--- config.mk ---
export PLATFORM = sky130hd
export DESIGN_NAME = wait_issuer
export DESIGN_NICKNAME = d
export VERILOG_FILES = /design/src/rtl/hrm_pkg.sv /design/src/rtl/sat_counter.sv /design/src/rtl/wait_issuer.sv
export SDC_FILE = /design/constraint.sdc
export NUM_CORES = 1
export LEC_CHECK = 0
export ABC_AREA = 1
export ABC_CLOCK_PERIOD_IN_PS = 5550
export CAP_MARGIN = 15
export CORE_MARGIN = 2
export CORE_UTILIZATION = 50
export DETAILED_ROUTE_END_ITERATION = 16
export HOLD_SLACK_MARGIN = 0.08
export PLACE_DENSITY_LB_ADDON = 0.3
export SETUP_SLACK_MARGIN = 0.05
export SYNTH_ARGS = -nofsm -noshare
export SYNTH_HDL_FRONTEND = slang
export SYNTH_SLANG_ARGS = --single-unit
--- constraint.sdc ---
create_clock -name clk -period 5.55 [get_ports clk]
set_input_delay 0.8325 -clock clk [delete_from_list [all_inputs] [get_ports clk]]
set_output_delay 0.8325 -clock clk [all_outputs]
set_load 0.05 [all_outputs]
--- src/rtl/hrm_pkg.sv ---
// Shared definitions for the WAIT initiator/responder pair.
package hrm_pkg;

  // Operand width shared with the WAIT responder din port.
  localparam int unsigned WAIT_DW = 8;

  // Initiator sequencing states.
  typedef enum logic [2:0] {
    ST_IDLE  = 3'd0,
    ST_ISSUE = 3'd1,
    ST_ARM   = 3'd2,
    ST_RUN   = 3'd3,
    ST_DONE  = 3'd4
  } wi_state_e;

endpackage : hrm_pkg

--- src/rtl/sat_counter.sv ---
// Saturating up-counter with synchronous clear; clear and inc together yield 1.
module sat_counter #(
  parameter int unsigned W = 32
) (
  input  logic         clk,
  input  logic         rst_n,
  input  logic         clr_i,
  input  logic         inc_i,
  output logic [W-1:0] cnt_o
);

  logic [W-1:0] cnt_q;
  logic [W-1:0] cnt_d;

  // Next count: optional clear, then increment unless already at all-ones.
  always_comb begin
    cnt_d = cnt_q;
    if (clr_i) begin
      cnt_d = '0;
    end
    if (inc_i && (cnt_d != '1)) begin
      cnt_d = cnt_d + W'(1);
    end
  end

  // Count register.
  always_ff @(posedge clk or negedge rst_n) begin
    if (!rst_n) begin
      cnt_q <= '0;
    end else begin
      cnt_q <= cnt_d;
    end
  end

  assign cnt_o = cnt_q;

endmodule : sat_counter

--- src/rtl/wait_issuer.sv ---
// Initiator side of the WAIT start/din/busy protocol: issues a delay, follows
// busy through rise and fall, reports completion, elapsed cycles and no-response.
module wait_issuer
  import hrm_pkg::*;
#(
  parameter int unsigned DW     = WAIT_DW,
  parameter int unsigned ACK_TO = 4,
  parameter int unsigned CNT_W  = 32
) (
  input  logic             clk,
  input  logic             rst_n,
  input  logic             req_valid_i,
  input  logic [DW-1:0]    req_din_i,
  output logic             req_ready_o,
  output logic             wt_start_o,
  output logic [DW-1:0]    wt_din_o,
  input  logic             wt_busy_i,
  output logic             done_o,
  output logic             err_o,
  output logic [CNT_W-1:0] elapsed_o
);

  localparam int unsigned TW = $clog2(ACK_TO);

  wi_state_e         state_q, state_d;
  logic [DW-1:0]     din_q, din_d;
  logic [TW-1:0]     tmo_q, tmo_d;
  logic [TW-1:0]     tmo_inc;
  logic              err_flag_q, err_flag_d;
  logic              ready_q, ready_d;
  logic              start_q, start_d;
  logic [DW-1:0]     wt_din_q, wt_din_d;
  logic              done_q, done_d;
  logic              err_q, err_d;
  logic              el_clr_c;
  logic              el_inc_c;

  // Next-state, elapsed-counter control and registered-output next values.
  always_comb begin
    state_d    = state_q;
    din_d      = din_q;
    tmo_d      = tmo_q;
    err_flag_d = err_flag_q;
    el_clr_c   = 1'b0;
    el_inc_c   = 1'b0;
    tmo_inc    = tmo_q + TW'(1);

    unique case (state_q)
      ST_IDLE: begin
        if (req_valid_i && ready_q) begin
          din_d      = req_din_i;
          el_clr_c   = 1'b1;
          err_flag_d = 1'b0;
          state_d    = (req_din_i != '0) ? ST_ISSUE : ST_DONE;
        end
      end
      ST_ISSUE: begin
        // Start cycle counts as the first elapsed cycle.
        el_clr_c = 1'b1;
        el_inc_c = 1'b1;
        tmo_d    = '0;
        state_d  = ST_ARM;
      end
      ST_ARM: begin
        el_inc_c = 1'b1;
        if (wt_busy_i) begin
          state_d = ST_RUN;
        end else begin
          tmo_d = tmo_inc;
          if (tmo_inc == TW'(ACK_TO - 1)) begin
            err_flag_d = 1'b1;
            state_d    = ST_DONE;
          end
        end
      end
      ST_RUN: begin
        // Any low sample of busy ends the delay; the falling cycle is not counted.
        if (wt_busy_i) begin
          el_inc_c = 1'b1;
        end else begin
          state_d = ST_DONE;
        end
      end
      ST_DONE: begin
        state_d = ST_IDLE;
      end
      default: begin
        state_d = ST_IDLE;
      end
    endcase

    // Never offer acceptance while the responder is still busy.
    ready_d  = (state_d == ST_IDLE) && !wt_busy_i;
    start_d  = (state_d == ST_ISSUE);
    wt_din_d = start_d ? din_d : '0;
    done_d   = (state_q == ST_DONE);
    err_d    = (state_q == ST_DONE) && err_flag_q;
  end

  // State and registered outputs.
  always_ff @(posedge clk or negedge rst_n) begin
    if (!rst_n) begin
      state_q    <= ST_IDLE;
      din_q      <= '0;
      tmo_q      <= '0;
      err_flag_q <= 1'b0;
      ready_q    <= 1'b0;
      start_q    <= 1'b0;
      wt_din_q   <= '0;
      done_q     <= 1'b0;
      err_q      <= 1'b0;
    end else begin
      state_q    <= state_d;
      din_q      <= din_d;
      tmo_q      <= tmo_d;
      err_flag_q <= err_flag_d;
      ready_q    <= ready_d;
      start_q    <= start_d;
      wt_din_q   <= wt_din_d;
      done_q     <= done_d;
      err_q      <= err_d;
    end
  end

  // Elapsed-cycle counter, saturating at all-ones.
  sat_counter #(
    .W (CNT_W)
  ) u_elapsed (
    .clk   (clk),
    .rst_n (rst_n),
    .clr_i (el_clr_c),
    .inc_i (el_inc_c),
    .cnt_o (elapsed_o)
  );

  assign req_ready_o = ready_q;
  assign wt_start_o  = start_q;
  assign wt_din_o    = wt_din_q;
  assign done_o      = done_q;
  assign err_o       = err_q;

endmodule : wait_issuer

==> metrics.sh, run 1 <==
SYNTHTOPCELLSBYCOUNT='nand2_1, nor2_1, inv_1'
WIRELENGTH_UM=9070
SETUP_TNS_PS=0
WORST_IR_DROP_VDD_V=0.000267
GRT_USAGE=0.256
POST-ROUTE-CELL-AREA_SQ_UM=4020
POST_SYNTH_INSTANCE_AREA_SQ_UM=3400
FIN_CRIT_SH=0.632
WL_PER_CELL_UM=14.0
SYNTH_EDF_COUNT=0
DP_HPWL_UM=6670
POST_ROUTE_CELLS_DRIVE_ABOVE_1_SHARE=0.0422
DIE_W_UM=86.4
CP-END-KIND='register'
SYNTH_MOST_COMMON_CELL='nand2_1'
CLOCK_INSERTION_DELAY_AT_THE_LATER_PIN_OF_THE_SKEW_REPORT_PS=320
RSZ_0062_RAISED_AFTER_GLOBAL_ROUTING='false'
CRIT-REG2REG-CAPTURE='u_elapsed.cnt_o[11]'
POSTSYNTH.TOPFLOPCELL='dfrtp_1'
CLOCK_SINK_COUNT=50
SYN_INST=522
GRT_ANTENNA_BEFORE_REPAIR=0
POST-ROUTE-WORST-SETUP-SLACK_PS=2040
TOTAL_OF_WARNINGS_RAISED_BY_YOSYS=0
CELLPOWERDENSITY_nW_PER_UM2=293
DIE_AREA_SQ_UM=7470
GRT_MAX_DEGREE=51
TRITONCTS='done'
PATH_MAX_FANOUT=46
CTS-RESIZED-GATES=0
MAXIMUM_CLOCK_RATE_MHz=285
MULTIINPUTGATEAREA_SQ_UM=1760
CTS-BUFFERS-INSERTED=5
DR.PASS1.ITERS=4
ASYNC_RESET_FF_FRAC=1.00
FINAL-SEQ-AREA_SQ_UM=1250
POST-ROUTE-DRC-COUNT=0
FINAL_ESTIMATED_ROUTING_CONGESTION_IN_GLOBAL_PLACEMENT=0.985
FLOORPLAN.CORE_AREA_SQ_UM=6680
PORT_BUFFERS=55
DRTANTENNAVIOLNETS=0
NUMBER_OF_SYNTHESIZED_REGISTER_BITS=50
HOLD-PATH-CELL-COUNT=2
HOLD_VIOLATIONS=0
CTS_HOLD_REPAIR.BUFFERS=0
MIN_DELAY_WORST_ENDPOINT='err_o'
DPL_CELL_AREA_SQ_UM=3920
CORE.ROWCOUNT=30
DETAILEDPLACE.WORSTSLACK_PS=1750
CRIT_REQUIRED_PS=5760
POSTSYNTHNETCOUNT=535
ANTENNA-DIODE-COUNT=0
MAXCAPVIOLATIONS=0
NUM-FILL-CELLS=652
POSTSYNTHAREAPERCELL_SQ_UM=6.51
AREA_DELTA_SYNTH_FINAL_PCT=18.4
LAYOUT_MIN_CYCLE_TIME_PS=3510
CP.ARRIVAL_PS=3710
POWER.STATIC_LEAKAGE_nW=1.94
WORST_MIN_DELAY_PATH_CLASS='register to register'
SYNTH_CELL_TYPE_COUNT=27
REPORT.FINAL.SLEW_VIOL_COUNT=0
GRT_FIRST_PASS_WIRELENGTH_UM=15200
CLK_PATH_BUF_DEPTH=2
H-TREE-DEPTH=2
FP.DIEH_UM=86.4
CRIT-REG2REG-LAUNCH='state_q[1]'
TOTALPOWERFINAL_mW=1.18
TIMING.REG2REG.WORST_PATH_DEPTH=13
GLOBALROUTE.TOTALOVERFLOW=0
SYNTH_LARGEST_AREA_CELL='dfrtp_1'
TIMING_WORST_SLEW_PIN_VALUE_PS=656
VIAS_IN_THE_FIRST_GLOBAL_ROUTE=3171
FINALNETCOUNT=581
SYNTH_TOP_CELLS_BY_AREA='dfrtp_1, nand2_1, nor2_1'
SOURCE_OF_THE_WORST_HOLD_TIMING_PATH='err_flag_q'
INITIAL_CORE_UTIL=0.508
WORST-R2R-SETUP-SLACK_PS=2450
DR.FIRST_ITER.DRC_COUNT=270
VIAS=3424
YS_SEQ_AREA_FRAC=0.368
CLOCK_SKEW_PS=11.7
WORST-SETUP-PATH-TYPE='input port to register'
CLOCK_TREE.ROOT_CELL='clkbuf_8'
RUN_STATUS='complete, no violations'
WORST_SETUP_PATH_START_KIND='input port'
POST_CTS_BUFFERS=0
PIN_COUNT=56
FINALSETUPVIOLCOUNT=0
POST-SYNTH-TOP-AREA-FRACTION=0.368
VIAS_PER_CELL=5.28
CTS.REPORTEDPATHS.CLKPINSLEW_PS=110
MAX-SLEW-MARGIN-REL=0.563
worst max-delay path by stage:
stage,start,endpoint,depth (start not counted)
2_1_floorplan,req_valid_i,u_elapsed.cnt_o[5],15
3_3_place_gp,req_valid_i,u_elapsed.cnt_o[29],15
3_5_place_dp,req_valid_i,u_elapsed.cnt_o[10],15
4_1_cts,req_valid_i,u_elapsed.cnt_o[11],15
5_1_grt,req_valid_i,u_elapsed.cnt_o[25],15
6_report,req_valid_i,u_elapsed.cnt_o[11],15
stage by stage:
stage,hold slack (ps),utilization,instances
after detailed placement,497,0.587,641
after floorplan,475,-,522
after global placement,496,0.587,641
final,513,0.602,649
after CTS,513,0.602,649
after global routing,560,0.602,649
report_power, final:
group          switching (mW)  internal (mW)  total [mW]
clock network           0.145         0.0947       0.240
registers              0.0336          0.403       0.437
logic                   0.396          0.107       0.503
total                   0.575          0.605        1.18
layout make-up:
class / instances / share of cell area
multi-input combinational: 387 / 0.439
tap: 80 / 0.0249
clock inverter: 3 / 0.00716
sequential: 50 / 0.311
clock buffer: 5 / 0.0171
timing repair buffer: 56 / 0.138
inverter: 68 / 0.0635
critical path: stages:
cell and delay (ps):
clkdlybuf4s50_1 390, nand2_1 60, inv_1 70, nand2_4 360, nand3_2 170, inv_1 110
nand2_1 90, nor2_2 170, nand2_2 110, nor2_4 130, nand2_4 90, nand2_2 460
inv_2 400, nand2_1 170, nand2_1 70
cell families after synthesis:
kind of cell,count (synthesis),synth area share
buf+inv,85,0.112
flops,50,0.368
simple gates,361,0.463
compound gates,12,0.0192
fa+ha+maj,1,0.00368
xor+xnor,13,0.0335
routing by layer:
metal	global-route usage	vias to the layer above	part of all wire
met3	0.0362	11	0.079
met2	0.409	113	0.45
met1	0.366	1566	0.45
li1	-	1734	-
met4	0.0682	0	0.013
met5	0	-	0
sequential cells by signal, indices dropped and copies added, names as in the netlist:
register	cells
done_o	1
wt_din_o	8
err_flag_q	1
req_ready_o	1
state_q	3
u_elapsed.cnt_o	32
wt_start_o	1
tmo_q	2
err_o	1
cell usage in the layout, fill, tap and decap left out, types with 2 or more instances in the layout:
master           instances
nand2_1                171
nor2_1                  90
inv_1                   66
clkdlybuf4s50_1         54
dfrtp_1                 50
nand3_1                 44
nand4_1                 40
xor2_1                  10
o21ai_0                  6
clkbuf_8                 5
nor2_2                   4
nand2_4                  3
xnor2_1                  3
a21oi_1                  3
nand2_2                  2
inv_2                    2
nor3_1                   2
nor4_1                   2
Note: power is estimated with default switching activity, not from simulation.
==> inputs of run 2 (changes only) <==
- ABC_CLOCK_PERIOD_IN_PS: 5550 -> 3160
- CORE_UTILIZATION: 50 -> 48
- clock period: 5.55 -> 3.16 ns (I/O delays scaled with it)
==> run 2 against run 1 <==
Net effect: design area rose by 1.6%; critical endpoint is now u_elapsed.cnt_o[22]; register-to-register slack got worse by 1900 ps; count of clock-buffer cells in the layout did not move; sequential share of layout area fell by 0.48 points; non-clock buffer count rose by 6; hold slack got worse by 300 ps; die area rose by 4.0%; critical path type unchanged.
==> metrics.sh, run 2 (same netlist as run 1, synthesis figures left out) <==
GRT_MAX_DEGREE=50  # -2.0%
MOST_COMMON_CELL_AFTER_LAYOUT_FILL_AND_TAPS_ASIDE='nand2_1'
RUN_STATUS='complete, no violations'
SETUP_TNS_PS=0  # unchanged
LARGEST_REGISTER_FF_COUNT=32  # unchanged
GLOBALROUTE.TOTALOVERFLOW=0  # unchanged
CRIT-REG2REG-LAUNCH='state_q[1]'
FINALSETUPVIOLCOUNT=0  # unchanged
DP_HPWL_UM=7050  # +5.8%
DETAILEDPLACE.WORSTSLACK_PS=250  # -1500 ps
FP.DIEH_UM=88.1  # +2.0%
CLK_PATH_BUF_DEPTH=2  # unchanged
ANTENNA-DIODE-COUNT=0  # unchanged
AREA_DELTA_SYNTH_FINAL_PCT=20.2
CP-END-KIND='register'
POST_CTS_BUFFERS=0  # unchanged
FLOORPLAN.CORE_AREA_SQ_UM=6830  # +2.2%
MAXIMUM_CLOCK_RATE_MHz=389
CLOCK_INSERTION_DELAY_AT_THE_LATER_PIN_OF_THE_SKEW_REPORT_PS=320  # about the same
WORST_MIN_DELAY_PATH_CLASS='input port to asynchronous set/reset pin'
VIAS_IN_THE_FIRST_GLOBAL_ROUTE=3268  # +3.1%
POST-ROUTE-DRC-COUNT=0  # unchanged
GRT_ANTENNA_BEFORE_REPAIR=0  # unchanged
POST-ROUTE-CELL-AREA_SQ_UM=4080  # +1.6%
CTS-RESIZED-GATES=0  # unchanged
TIMING.REG2REG.WORST_PATH_DEPTH=13  # unchanged
POWER.STATIC_LEAKAGE_nW=1.97  # +1.4%
DR.FIRST_ITER.DRC_COUNT=389  # +44%
FINALNETCOUNT=587  # +1.0%
NUM-FILL-CELLS=687  # +5.4%
DR.PASS1.ITERS=5  # +1
ROUTED-WL-MET2_UM=4180  # +1.3%
PATH_MAX_FANOUT=46  # unchanged
FIN_CRIT_SH=0.813
POST_ROUTE_CELLS_DRIVE_ABOVE_1_SHARE=0.0522  # +0.00999
CTS_HOLD_REPAIR.BUFFERS=0  # unchanged
WORST-R2R-SETUP-SLACK_PS=590  # -1860 ps
CELLPOWERDENSITY_nW_PER_UM2=524  # +78%
DIE_AREA_SQ_UM=7770  # +4.0%
PORT_BUFFERS=55  # unchanged
GRT_FIRST_PASS_WIRELENGTH_UM=15800  # +4.0%
DRTANTENNAVIOLNETS=0  # unchanged
MAX-SLEW-MARGIN-REL=0.489  # -0.0731
CLOCK_SINK_COUNT=50  # unchanged
WORST_SETUP_PATH_START_KIND='input port'
REPORT.FINAL.SLEW_VIOL_COUNT=0  # unchanged
POST-ROUTE-WORST-SETUP-SLACK_PS=590  # -1450 ps
CRIT-REG2REG-CAPTURE='u_elapsed.cnt_o[1]'
TIMING_WORST_SLEW_PIN_VALUE_PS=766  # +110 ps
WORST_IR_DROP_VDD_V=0.000324  # +21%
CTS.REPORTEDPATHS.CLKPINSLEW_PS=110  # about the same
CP.ARRIVAL_PS=2780  # -930 ps
ROUTEDLENGTHMET1_UM=4200  # +2.2%
H-TREE-DEPTH=2  # unchanged
MET3_WIRELENGTH_UM=743  # +3.8%
MAXCAPVIOLATIONS=0  # unchanged
FINAL_ESTIMATED_ROUTING_CONGESTION_IN_GLOBAL_PLACEMENT=1.02  # +3.5%
LAYOUT_MIN_CYCLE_TIME_PS=2570
CLOCK_TREE.ROOT_CELL='clkbuf_8'
DPL_CELL_AREA_SQ_UM=3990  # +1.7%
WORST-SETUP-PATH-TYPE='input port to register'
WIRELENGTH_UM=9460  # +4.4%
PIN_COUNT=56  # unchanged
DIE_W_UM=88.1  # +2.0%
INITIAL_CORE_UTIL=0.497  # -0.0112
GRT_USAGE=0.263  # +0.00717
CRIT_REQUIRED_PS=3370  # -2390 ps
FINAL_CELL_MIX='nand2_1, nor2_1, inv_1'
WL_PER_CELL_UM=14.1  # +0.95%
VIAS=3545  # +3.5%
CLOCK_SKEW_PS=12.7  # +1.06 ps
CORE.ROWCOUNT=30  # unchanged
RSZ_0062_RAISED_AFTER_GLOBAL_ROUTING='false'
DR.MAX_LAYER_USED='met4'
CTS-BUFFERS-INSERTED=5  # unchanged
HOLD_VIOLATIONS=0  # unchanged
TRITONCTS='done'
FINAL_UTIL=0.598  # -0.00407
VIAS_PER_CELL=5.28  # +0.14%
==> run 2: final cells by class <==
type	count	area [sq um]	share of cell area
Timing Repair Buffer	62	598	0.146
Sequential cell	50	1250	0.306
Multi-Input combinational cell	387	1760	0.432
Clock buffer	5	68.8	0.0169
Clock inverter	3	26.3	0.00643
Inverter	68	255	0.0625
Tap cell	96	120	0.0294
==> run 2: through the flow <==
| step | hold WS, ps | total power [mW] | std cells |
|---|---|---|---|
| 4_1_cts | 230 | 2.15 | 671 |
| 2_1_floorplan | 178 | 1.50 | 522 |
| 5_1_grt | 267 | 2.27 | 671 |
| 6_report | 212 | 2.14 | 671 |
| 3_5_place_dp | 507 | 1.73 | 663 |
| 3_3_place_gp | 497 | 1.71 | 663 |
==> run 2: critical path, stage by stage <==
cell and delay, ps:
clkdlybuf4s50_1 390, nand2_1 60, inv_1 70, nand2_4 350, nand3_2 170, inv_1 110, nand2_1 80, nor2_2 160
nand2_2 110, nor2_4 140, nand2_4 90, nand2_2 100, inv_2 230, nand2_1 150, nand2_1 50
==> run 2: worst max-delay path by stage <==
stage / slack [ps] / to / start / depth (start not counted)
CTS: 590 / u_elapsed.cnt_o[11] / req_valid_i / 15
finish: 590 / u_elapsed.cnt_o[22] / req_valid_i / 15
detailed placement: 250 / u_elapsed.cnt_o[11] / req_valid_i / 15
global route: 320 / u_elapsed.cnt_o[11] / req_valid_i / 15
global placement: 370 / u_elapsed.cnt_o[28] / req_valid_i / 15
floorplan: 1090 / u_elapsed.cnt_o[5] / req_ready_o / 15
==> run 2: routing by layer <==
metal / global-route usage / vias up
met5: 0 / -
met4: 0.114 / 0
met3: 0.0396 / 35
met2: 0.411 / 155
met1: 0.364 / 1606
li1: - / 1749
==> run 2: report_power, final <==
group / internal, mW / switching (mW)
Clock: 0.164 / 0.250
Sequential: 0.708 / 0.0581
Combinational: 0.239 / 0.721
Total: 1.11 / 1.03
==> inputs of run 3 (changes only) <==
- ABC_CLOCK_PERIOD_IN_PS: 3160 -> 2700
- CORE_UTILIZATION: 48 -> 50
- clock period: 3.16 -> 2.7 ns (I/O delays scaled with it)
==> run 3 against run 2 <==
Net effect: design area is 0.92% higher; sequential share of layout area decreased by 0.28 points; clock skew shrank 3.4 ps; utilization grew 1.9 points; global-route usage down 0.39 points; non-clock buffer count is 4 higher; hold slack got worse by 140 ps; critical path type is now register to register; critical endpoint is now u_elapsed.cnt_o[28].
==> metrics.sh, run 3 (same netlist as run 1, synthesis figures left out) <==
RUN_STATUS='complete, no violations'
H-TREE-DEPTH=2  # unchanged
WORST_SETUP_PATH_START_KIND='register'
CELLINTERNALPOWER_mW=1.36  # +22%
WORST-SETUP-PATH-TYPE='register to register'
DRTANTENNAVIOLNETS=0  # unchanged
CP.ARRIVAL_PS=2630  # -150 ps
CLOCK_TREE.ROOT_CELL='clkbuf_8'
MAXIMUM_CLOCK_RATE_MHz=423
MAXCAPVIOLATIONS=0  # unchanged
CTS-BUFFERS-INSERTED=5  # unchanged
SETUP.WORST_PATH.END='u_elapsed.cnt_o[28]'
TIMING.REG2REG.WORST_PATH_DEPTH=12  # -1
REPORT.FINAL.SLEW_VIOL_COUNT=0  # unchanged
POWER.SWITCHING_FRACTION=0.469  # -0.0116
DR.MAX_LAYER_USED='met4'
FIN_CRIT_SH=0.876
GRT_FIRST_PASS_WIRELENGTH_UM=15200  # -3.5%
CRIT_PATH_FREQUENT_CELL='nand2_1'
DR.PASS1.ITERS=5  # unchanged
TIMING_WORST_SLEW_PIN_VALUE_PS=577  # -189 ps
CPMAXSTAGEDELAYCELL='dfrtp_1'
WIRELENGTH_UM=9300  # -1.8%
CRITICAL_PATH_BUF_INV_COUNT=2  # -2
FINAL_UTIL=0.617  # +0.0191
ROUTED-WL-MET2_UM=4310  # +3.2%
MET3_WIRELENGTH_UM=615  # -17%
POST_CTS_BUFFERS=0  # unchanged
FINAL_ESTIMATED_ROUTING_CONGESTION_IN_GLOBAL_PLACEMENT=0.972  # -4.7%
CP_TOP_FAMILY='simple AND/OR/NAND/NOR gates'
DP_HPWL_UM=7170  # +1.7%
CRIT_PATH_CELL_TRACE='nor2_2, nand2_4, buf_12, nand4_1, nor2_1, nand2_1, nor2_2, nand2_4, nand2_2, inv_2, nand2_1, nand2_1'
ANTENNA-DIODE-COUNT=0  # unchanged
CRIT-REG2REG-CAPTURE='u_elapsed.cnt_o[28]'
CLOCK_INSERTION_DELAY_AT_THE_LATER_PIN_OF_THE_SKEW_REPORT_PS=320  # about the same
LAYOUT_MIN_CYCLE_TIME_PS=2360
GLOBALROUTE.TOTALOVERFLOW=0  # unchanged
FINAL_CELL_MIX='nand2_1, nor2_1, inv_1'
PIN_COUNT=56  # unchanged
VIAS=3502  # -1.2%
FP.DIEH_UM=86.4  # -1.9%
PORT_BUFFERS=55  # unchanged
VIAS_IN_THE_FIRST_GLOBAL_ROUTE=3236  # -0.98%
RSZ_0062_RAISED_AFTER_GLOBAL_ROUTING='false'
ROUTEDLENGTHMET1_UM=4160  # -0.88%
CP-END-KIND='register'
CRIT_REQUIRED_PS=2960  # -410 ps
PATH_MAX_FANOUT=27  # -41%
P_CLK_FRAC=0.190  # -0.003
GRT_USAGE=0.259  # -0.00391
AREA_DELTA_SYNTH_FINAL_PCT=21.3
MOST_COMMON_CELL_AFTER_LAYOUT_FILL_AND_TAPS_ASIDE='nand2_1'
CTS_HOLD_REPAIR.BUFFERS=0  # unchanged
P_SW_mW=1.20  # +16%
CLOCK_SKEW_PS=9.30  # -3.43 ps
INITIAL_CORE_UTIL=0.508  # +0.0112
DR.FIRST_ITER.DRC_COUNT=238  # -39%
CRIT_PATH_START='state_q[1]'
WL_PER_CELL_UM=14.1  # about the same
FLOORPLAN.CORE_AREA_SQ_UM=6680  # -2.2%
TRITONCTS='done'
POST-ROUTE-DRC-COUNT=0  # unchanged
HOLD_VIOLATIONS=0  # unchanged
CLOCK_SINK_COUNT=50  # unchanged
WORST-R2R-SETUP-SLACK_PS=340  # -250 ps
CRIT-REG2REG-LAUNCH='state_q[1]'
LARGEST_REGISTER_FF_COUNT=32  # unchanged
DIE_W_UM=86.4  # -1.9%
DIE_AREA_SQ_UM=7470  # -3.8%
SEQ_POWER_SHARE=0.350  # -0.008
CELLPOWERDENSITY_nW_PER_UM2=620  # +18%
GRT_ANTENNA_BEFORE_REPAIR=0  # unchanged
CTS.REPORTEDPATHS.CLKPINSLEW_PS=110  # about the same
WORST_MIN_DELAY_PATH_CLASS='input port to asynchronous set/reset pin'
POWER.SHARE.COMBINATIONAL=0.460  # +0.011
CORE.ROWCOUNT=30  # unchanged
CTS-RESIZED-GATES=0  # unchanged
VIAS_PER_CELL=5.31  # +0.59%
CRITPATHMAXSTAGEDELAY_PS=450  # +60 ps
FINALSETUPVIOLCOUNT=0  # unchanged
CP.DEPTH=12  # -3
CLK_PATH_BUF_DEPTH=2  # unchanged
FINALNETCOUNT=591  # +0.68%
GRT_MAX_DEGREE=28  # -44%
POST_ROUTE_CELLS_DRIVE_ABOVE_1_SHARE=0.0587  # +0.00655
MAX-SLEW-MARGIN-REL=0.615  # +0.126
SETUP_TNS_PS=0  # unchanged
POWER.STATIC_LEAKAGE_nW=2.00  # +1.5%
WORST_IR_DROP_VDD_V=0.000383  # +18%
run 3: cell types whose count changed in the layout (fill, tap and decap cells not counted), sizes merged:
| cell | previous run | this run |
|---|---|---|
| buf | 8 | 12 |
run 3: worst min path at each step:
stage | to | depth (start not counted) | slack [ps]
floorplan | done_o | 0 | 110
global placement | u_elapsed.cnt_o[3] | 1 | 430
detailed placement | u_elapsed.cnt_o[3] | 1 | 440
CTS | req_ready_o | 1 | 90
global route | req_ready_o | 1 | 100
finish | u_elapsed.cnt_o[19] | 1 | 70
run 3: per-stage QoR:
step	std cells	setup WS [ps]	instance area, sq um	power [mW]	hold WS, ps
after floorplan	522	632	3400	1.76	109
after global placement	651	119	4020	2.06	431
after detailed placement	651	53.1	4020	2.08	436
after CTS	659	333	4120	2.56	88.5
after global routing	659	112	4120	2.69	104
final	659	336	4120	2.55	72.4
run 3: cell type report:
type / count / area (sq um)
Tap cell: 80 / 100
Inverter: 68 / 255
Clock buffer: 5 / 68.8
Clock inverter: 3 / 28.8
Fill cell: 665 / 2560
Timing Repair Buffer: 66 / 653
Multi-Input combinational cell: 387 / 1760
Sequential cell: 50 / 1250
run 3: worst register-to-register path: stages (launching register included):
cell and delay, ps:
dfrtp_1 450, nor2_2 280, nand2_4 230, buf_12 230, nand4_1 140, nor2_1 80
nand2_1 100, nor2_2 70, nand2_4 100, nand2_2 70, inv_2 370, nand2_1 130
nand2_1 70
run 3: power groups by stage:
stage | Combinational (mW) | Clock (mW) | Sequential [mW]
detailed placement | 1.17 | 0 | 0.911
finish | 1.17 | 0.485 | 0.894
global route | 1.27 | 0.521 | 0.904
global placement | 1.15 | 0 | 0.908
floorplan | 0.713 | 0 | 1.05
CTS | 1.17 | 0.498 | 0.895
run 3: metal layers:
layer  vias to the layer above  GRT usage
li1                       1761          -
met1                      1591      0.343
met4                         0     0.0781
met5                         -          0
met3                        18     0.0429
met2                       132      0.437
